$ cat config.mk
export PLATFORM = sky130hd
export DESIGN_NAME = tag_caster_flat
export DESIGN_NICKNAME = d
export VERILOG_FILES = /design/src/rtl/tag_caster_if.sv /design/src/rtl/tag_caster.sv /design/src/flat_wrapper.sv
export SDC_FILE = /design/constraint.sdc
export NUM_CORES = 1
export LEC_CHECK = 0
export ABC_CLOCK_PERIOD_IN_PS = 4650
export BUFFER_PORTS_ARGS = -buffer_cell sky130_fd_sc_hd__buf_2
export CORE_MARGIN = 2
export CORE_UTILIZATION = 40
export CTS_CLUSTER_SIZE = 25
export DETAILED_ROUTE_END_ITERATION = 10
export MAX_ROUTING_LAYER = met4
export PLACE_DENSITY_LB_ADDON = 0.2
export SLEW_MARGIN = 20
export SYNTH_ARGS = -nofsm -noshare
export SYNTH_HDL_FRONTEND = slang
export SYNTH_SLANG_ARGS = --single-unit
export TNS_END_PERCENT = 50
$ cat constraint.sdc
create_clock -name clk -period 4.65 [get_ports clk]
set_input_delay 0.2325 -clock clk [delete_from_list [all_inputs] [get_ports clk]]
set_output_delay 0.2325 -clock clk [all_outputs]
set_load 0.02 [all_outputs]
$ cat src/rtl/tag_caster_if.sv
// Bus-side and PE-side handshake bundle for tag_caster.
// master drives beats and PE_READY; slave is the caster itself.
interface tag_caster_if #(
  parameter int unsigned DATA_WIDTH = 16,
  parameter int unsigned NUM_COL    = 4
);
  localparam int unsigned IW = $clog2(NUM_COL);

  logic                  CASTER_EN;
  logic [DATA_WIDTH-1:0] data_B2C;
  logic [IW-1:0]         TAG;
  logic                  CASTER_READY;
  logic                  CASTER_VALID;
  logic [DATA_WIDTH-1:0] data_C2P;
  logic                  PE_READY;
  logic                  PE_EN;

  modport master (
    output CASTER_EN, data_B2C, TAG, PE_READY,
    input  CASTER_READY, CASTER_VALID, data_C2P, PE_EN
  );

  modport slave (
    input  CASTER_EN, data_B2C, TAG, PE_READY,
    output CASTER_READY, CASTER_VALID, data_C2P, PE_EN
  );
endinterface

$ cat src/rtl/tag_caster.sv
// Tag-filtering caster: keeps bus beats whose TAG matches ID in a small FIFO for the PE.
// Optional drop counter enabled by defining TAG_CASTER_DROP_CNT_EN.
module tag_caster #(
  parameter int unsigned DATA_WIDTH = 16,
  parameter int unsigned NUM_COL    = 4,
  parameter int unsigned FIFO_DEPTH = 4
) (
  input  logic                       clk,
  input  logic                       rst_n,
  tag_caster_if.slave                intf,
  input  logic [$clog2(NUM_COL)-1:0] ID,
  input  logic                       flush
`ifdef TAG_CASTER_DROP_CNT_EN
  , output logic [15:0]              drop_cnt
`endif
);
  localparam int unsigned PW = $clog2(FIFO_DEPTH);
  localparam int unsigned CW = PW + 1;

  logic [DATA_WIDTH-1:0] r_mem [FIFO_DEPTH];
  logic [PW-1:0]         r_wr_ptr;
  logic [PW-1:0]         r_rd_ptr;
  logic [CW-1:0]         r_count;

  logic w_ready;
  logic w_valid;
  logic w_accept;
  logic w_match;
  logic w_push;
  logic w_pop;

  assign w_ready  = (r_count != CW'(FIFO_DEPTH)) && !flush;
  assign w_valid  = (r_count != '0);
  assign w_accept = intf.CASTER_EN && w_ready;
  assign w_match  = (intf.TAG == ID);
  assign w_push   = w_accept && w_match;
  assign w_pop    = w_valid && intf.PE_READY && !flush;

  assign intf.CASTER_READY = w_ready;
  assign intf.CASTER_VALID = w_valid;
  assign intf.PE_EN        = w_pop;
  assign intf.data_C2P     = w_valid ? r_mem[r_rd_ptr] : '0;

  // Storage is left unreset; the output mux hides stale contents when empty.
  always_ff @(posedge clk) begin
    if (w_push) begin
      r_mem[r_wr_ptr] <= intf.data_B2C;
    end
  end

  always_ff @(posedge clk or negedge rst_n) begin
    if (!rst_n) begin
      r_wr_ptr <= '0;
      r_rd_ptr <= '0;
      r_count  <= '0;
    end else if (flush) begin
      r_wr_ptr <= '0;
      r_rd_ptr <= '0;
      r_count  <= '0;
    end else begin
      if (w_push) begin
        r_wr_ptr <= r_wr_ptr + PW'(1);
      end
      if (w_pop) begin
        r_rd_ptr <= r_rd_ptr + PW'(1);
      end
      case ({w_push, w_pop})
        2'b10:   r_count <= r_count + CW'(1);
        2'b01:   r_count <= r_count - CW'(1);
        default: r_count <= r_count;
      endcase
    end
  end

`ifdef TAG_CASTER_DROP_CNT_EN
  logic        w_drop;
  logic [15:0] r_drop_cnt;

  assign w_drop = w_accept && !w_match;

  // Survives flush; saturates rather than wrapping.
  always_ff @(posedge clk or negedge rst_n) begin
    if (!rst_n) begin
      r_drop_cnt <= '0;
    end else if (w_drop && (r_drop_cnt != '1)) begin
      r_drop_cnt <= r_drop_cnt + 16'd1;
    end
  end

  assign drop_cnt = r_drop_cnt;
`endif
endmodule

$ cat src/flat_wrapper.sv
// flat-port wrapper written by rule: the top's interface ports become plain ports
module tag_caster_flat 
#(
  parameter int unsigned DATA_WIDTH = 16,
  parameter int unsigned NUM_COL    = 4,
  parameter int unsigned FIFO_DEPTH = 4
)
  (clk, rst_n, ID, flush, intf_CASTER_EN, intf_data_B2C, intf_TAG, intf_PE_READY, intf_CASTER_READY, intf_CASTER_VALID, intf_data_C2P, intf_PE_EN);
  tag_caster_if #(.DATA_WIDTH(DATA_WIDTH), .NUM_COL(NUM_COL)) intf_i ();
  input  logic clk;
  input  logic rst_n;
  input  logic [$clog2(NUM_COL)-1:0] ID;
  input  logic flush;
  input wire logic [$bits(intf_i.CASTER_EN)-1:0] intf_CASTER_EN;
  input wire logic [$bits(intf_i.data_B2C)-1:0] intf_data_B2C;
  input wire logic [$bits(intf_i.TAG)-1:0] intf_TAG;
  input wire logic [$bits(intf_i.PE_READY)-1:0] intf_PE_READY;
  output wire logic [$bits(intf_i.CASTER_READY)-1:0] intf_CASTER_READY;
  output wire logic [$bits(intf_i.CASTER_VALID)-1:0] intf_CASTER_VALID;
  output wire logic [$bits(intf_i.data_C2P)-1:0] intf_data_C2P;
  output wire logic [$bits(intf_i.PE_EN)-1:0] intf_PE_EN;
  assign intf_i.CASTER_EN = intf_CASTER_EN;
  assign intf_i.data_B2C = intf_data_B2C;
  assign intf_i.TAG = intf_TAG;
  assign intf_i.PE_READY = intf_PE_READY;
  assign intf_CASTER_READY = intf_i.CASTER_READY;
  assign intf_CASTER_VALID = intf_i.CASTER_VALID;
  assign intf_data_C2P = intf_i.data_C2P;
  assign intf_PE_EN = intf_i.PE_EN;
  tag_caster #(.DATA_WIDTH(DATA_WIDTH), .NUM_COL(NUM_COL), .FIFO_DEPTH(FIFO_DEPTH)) u_core (.clk(clk), .rst_n(rst_n), .intf(intf_i), .ID(ID), .flush(flush));
endmodule
==> results_dict.tcl <==
set metrics [dict create \
    slew_violations 0 \
    met1_usage_pct 17.2 \
    drt-initial-drc-count 88 \
    grt_use_total_pct 15.2 \
    slew_headroom_pct 41.1 \
    busiest_layer "met2" \
    cts.path.max_buffers 2 \
    setup_viol 0 \
    gp_congestion 0.676 \
    dieArea_um2 8030 \
    hold_viol_final 0 \
    cts-root-buf "clkbuf_8" \
    die_w_um 89.6 \
    worst_setup_path_start_kind "flop" \
    yosysTopAreaCellShare_pct 65.5 \
    ys_seq_elements 71 \
    dr.pass1.iters 4 \
    hpwlAfterDp_mm 3.40 \
    rsz0062_at_grt "false" \
    r2r_start "u_core.r_count[2]" \
    final_nets 232 \
    io_buffers 43 \
    clkLatencyLatePin_ns 0.34 \
    ir_worst_vdd_mv 0.180 \
    worstMarginPinSlew_ns 0.883 \
    hold_class "primary input to flop" \
    final_layout_size_suffix_gt1_share_pct 37.9 \
    status "complete, no violations" \
    viasPerCell 4.85 \
    path_class "flop to flop" \
    period_share_pct 54.3 \
    ctsHtreeMaxLevel 3 \
    worstPathRequired_ns 4.88 \
    crit_path_max_incr_delay_ns 0.62 \
    maxCapViolCount 0 \
    final_antenna_net_count 0 \
    cts_setup_buffers 0 \
    grt_pass1_wl_mm 8.14 \
    syn_area_per_cell_um2 19.2 \
    skew_ns 0.00603 \
    netlist-cell-type-count 26 \
    max_freq_mhz 396 \
    layout_commonest_cell "edfxtp_1" \
    crit_path_max_fanout 10 \
    r2r-end "u_core.r_count[2]" \
    die_y_um 89.6 \
    synth_fp_nets 183 \
    fin_tns_setup_ns 0 \
    cpMaxStageDelayCell "nor4_4" \
    synthCells 153 \
    initial_core_util_pct 40.9 \
    r2r_cells 7 \
    yosys_warnings 0 \
    final_cell_mix "64 x edfxtp_1, 43 x buf_2, 21 x and2_1" \
    hold_ws_ns 0.106 \
    numCtsBuffers 9 \
    r2r_setup_slack_ns 2.13 \
    critPathArrivalTime_ns 2.75 \
    cts.clk_slew.worst_paths_ns 0.07 \
    grt_start_max_net_pins 19 \
    yosys.area.top_type "edfxtp_1" \
    post-route-min-period_ns 2.52 \
    grt_overflow 0 \
    cp-end-kind "flop" \
    drc_errors 0 \
    vias 1479 \
    cts_tree "yes" \
    io-pin-count 44 \
    min_to "u_core.r_mem[2][11]" \
    wl_per_cell_um 17.4 \
    globalRouteMet3Util_pct 3.29 \
    cts_num_sinks 71 \
    synth_top_cells_by_area "edfxtp_1 66%, mux4_2 12%, dfrtp_1 6.0%, and2_1 4.5%, ha_1 1.7%" \
    p_per_area_nw_per_um2 490 \
    grt_pass1_vias 1531 \
    synthToLayoutAreaGrowth_pct 17.2 \
    ys_seq_area_share_pct 71.5 \
    gr-usage-met2_pct 24.7 \
    drt-total-wl_mm 5.30 \
    core_region_area_um2 7180 \
    crit_chain "nor3b_2 -> nor4_4 -> nor3_1 -> fa_1 -> and2_1 -> mux2i_1 -> mux2_1" \
    syn_area_um2 2930 \
    min-delay-start "intf_data_B2C[11]" \
    num_antenna_cells 0 \
    antenna_found_initial 0 \
    hold_depth 1 \
    leakagePower_nw 1.25 \
    fp-row-count 31 \
]
==> state kept, by name, indices dropped and copies added (netlist names) <==
name             count
u_core.r_wr_ptr      2
u_core.r_rd_ptr      2
u_core.r_count       3
u_core.r_mem        64
==> worst max-delay path by stage <==
stage | start | endpoint | depth (start not counted)
global route | u_core.r_count[0] | u_core.r_count[2] | 7
global placement | u_core.r_count[2] | u_core.r_count[2] | 7
CTS | u_core.r_rd_ptr[0] | intf_data_C2P[5] | 4
finish | u_core.r_count[2] | u_core.r_count[2] | 7
detailed placement | u_core.r_count[2] | u_core.r_count[2] | 7
floorplan | u_core.r_count[2] | u_core.r_count[2] | 7
==> metrics by stage <==
stage,power (mW),worst slack [ns],instance area (um2),utilization (%),std cells
floorplan,1.10,2.36,2930,-,153
global placement,1.24,2.27,3250,45.3,289
detailed placement,1.25,2.15,3250,45.3,289
CTS,1.71,2.11,3440,47.9,305
global route,1.76,2.01,3440,47.9,305
finish,1.68,2.13,3440,47.9,305
==> cell usage after synthesis <==
| cell | instances |
|---|---|
| nor3b_2 | 1 |
| nor2b_1 | 2 |
| nor3_1 | 1 |
| nor2_1 | 8 |
| xnor2_1 | 1 |
| dfrtp_1 | 7 |
| nor4_4 | 1 |
| nand2_1 | 1 |
| o31ai_2 | 1 |
| fa_1 | 1 |
| xor2_2 | 1 |
| nand3_1 | 1 |
| buf_2 | 2 |
| buf_1 | 1 |
| or3_1 | 1 |
| clkbuf_1 | 4 |
| and2_1 | 21 |
| nand2b_1 | 3 |
| mux4_2 | 16 |
| ha_1 | 4 |
| xor2_1 | 4 |
| inv_1 | 2 |
| mux2_1 | 2 |
| o31ai_1 | 1 |
| edfxtp_1 | 64 |
| mux2i_1 | 2 |
==> kinds of logic after synthesis <==
family                   after synthesis  share of synthesized area [%]
AND/OR/NAND/NOR                       40                           8.40
flip-flops                            71                           71.5
multiplexers                          20                           13.7
AO/OA/AOI/OAI                          2                          0.683
XOR/XNOR                               6                           2.05
adder cells (fa/ha/maj)                5                           2.39
buffers and inverters                  9                           1.24
==> what timing repair did <==
action / CTS / global route
gates resized for setup: 0 / 0
hold buffers: 1 / 0
hold endpoints to repair: 7 / 0
==> area by class of cell <==
class	count	area (um2)
Inverter	2	7.51
Tap cell	99	124
Multi-Input combinational cell	73	800
Timing Repair Buffer	45	233
Clock inverter	5	50.0
Fill cell	610	3740
Sequential cell	71	2100
Clock buffer	10	128
==> where the power goes <==
group | switching [mW] | internal [mW]
Sequential | 0.0393 | 0.716
Combinational | 0.267 | 0.207
Clock | 0.215 | 0.241
==> metal layers <==
| metal | vias up | routed length, um |
|---|---|---|
| met3 | 10 | 200 |
| met4 | 0 | 147 |
| met2 | 38 | 2760 |
| met1 | 750 | 2190 |
| met5 | - | 0 |
| li1 | 681 | - |
==> worst max-delay path: cells and delay by family, from the launching register on <==
| family | cells | cell delay [ns] |
|---|---|---|
| adder cells (fa/ha/maj) | 1 | 0.41 |
| flip-flops | 1 | 0.42 |
| multiplexers | 2 | 0.48 |
| AND/OR/NAND/NOR | 4 | 1.11 |
(Power assumes the default switching activity.)
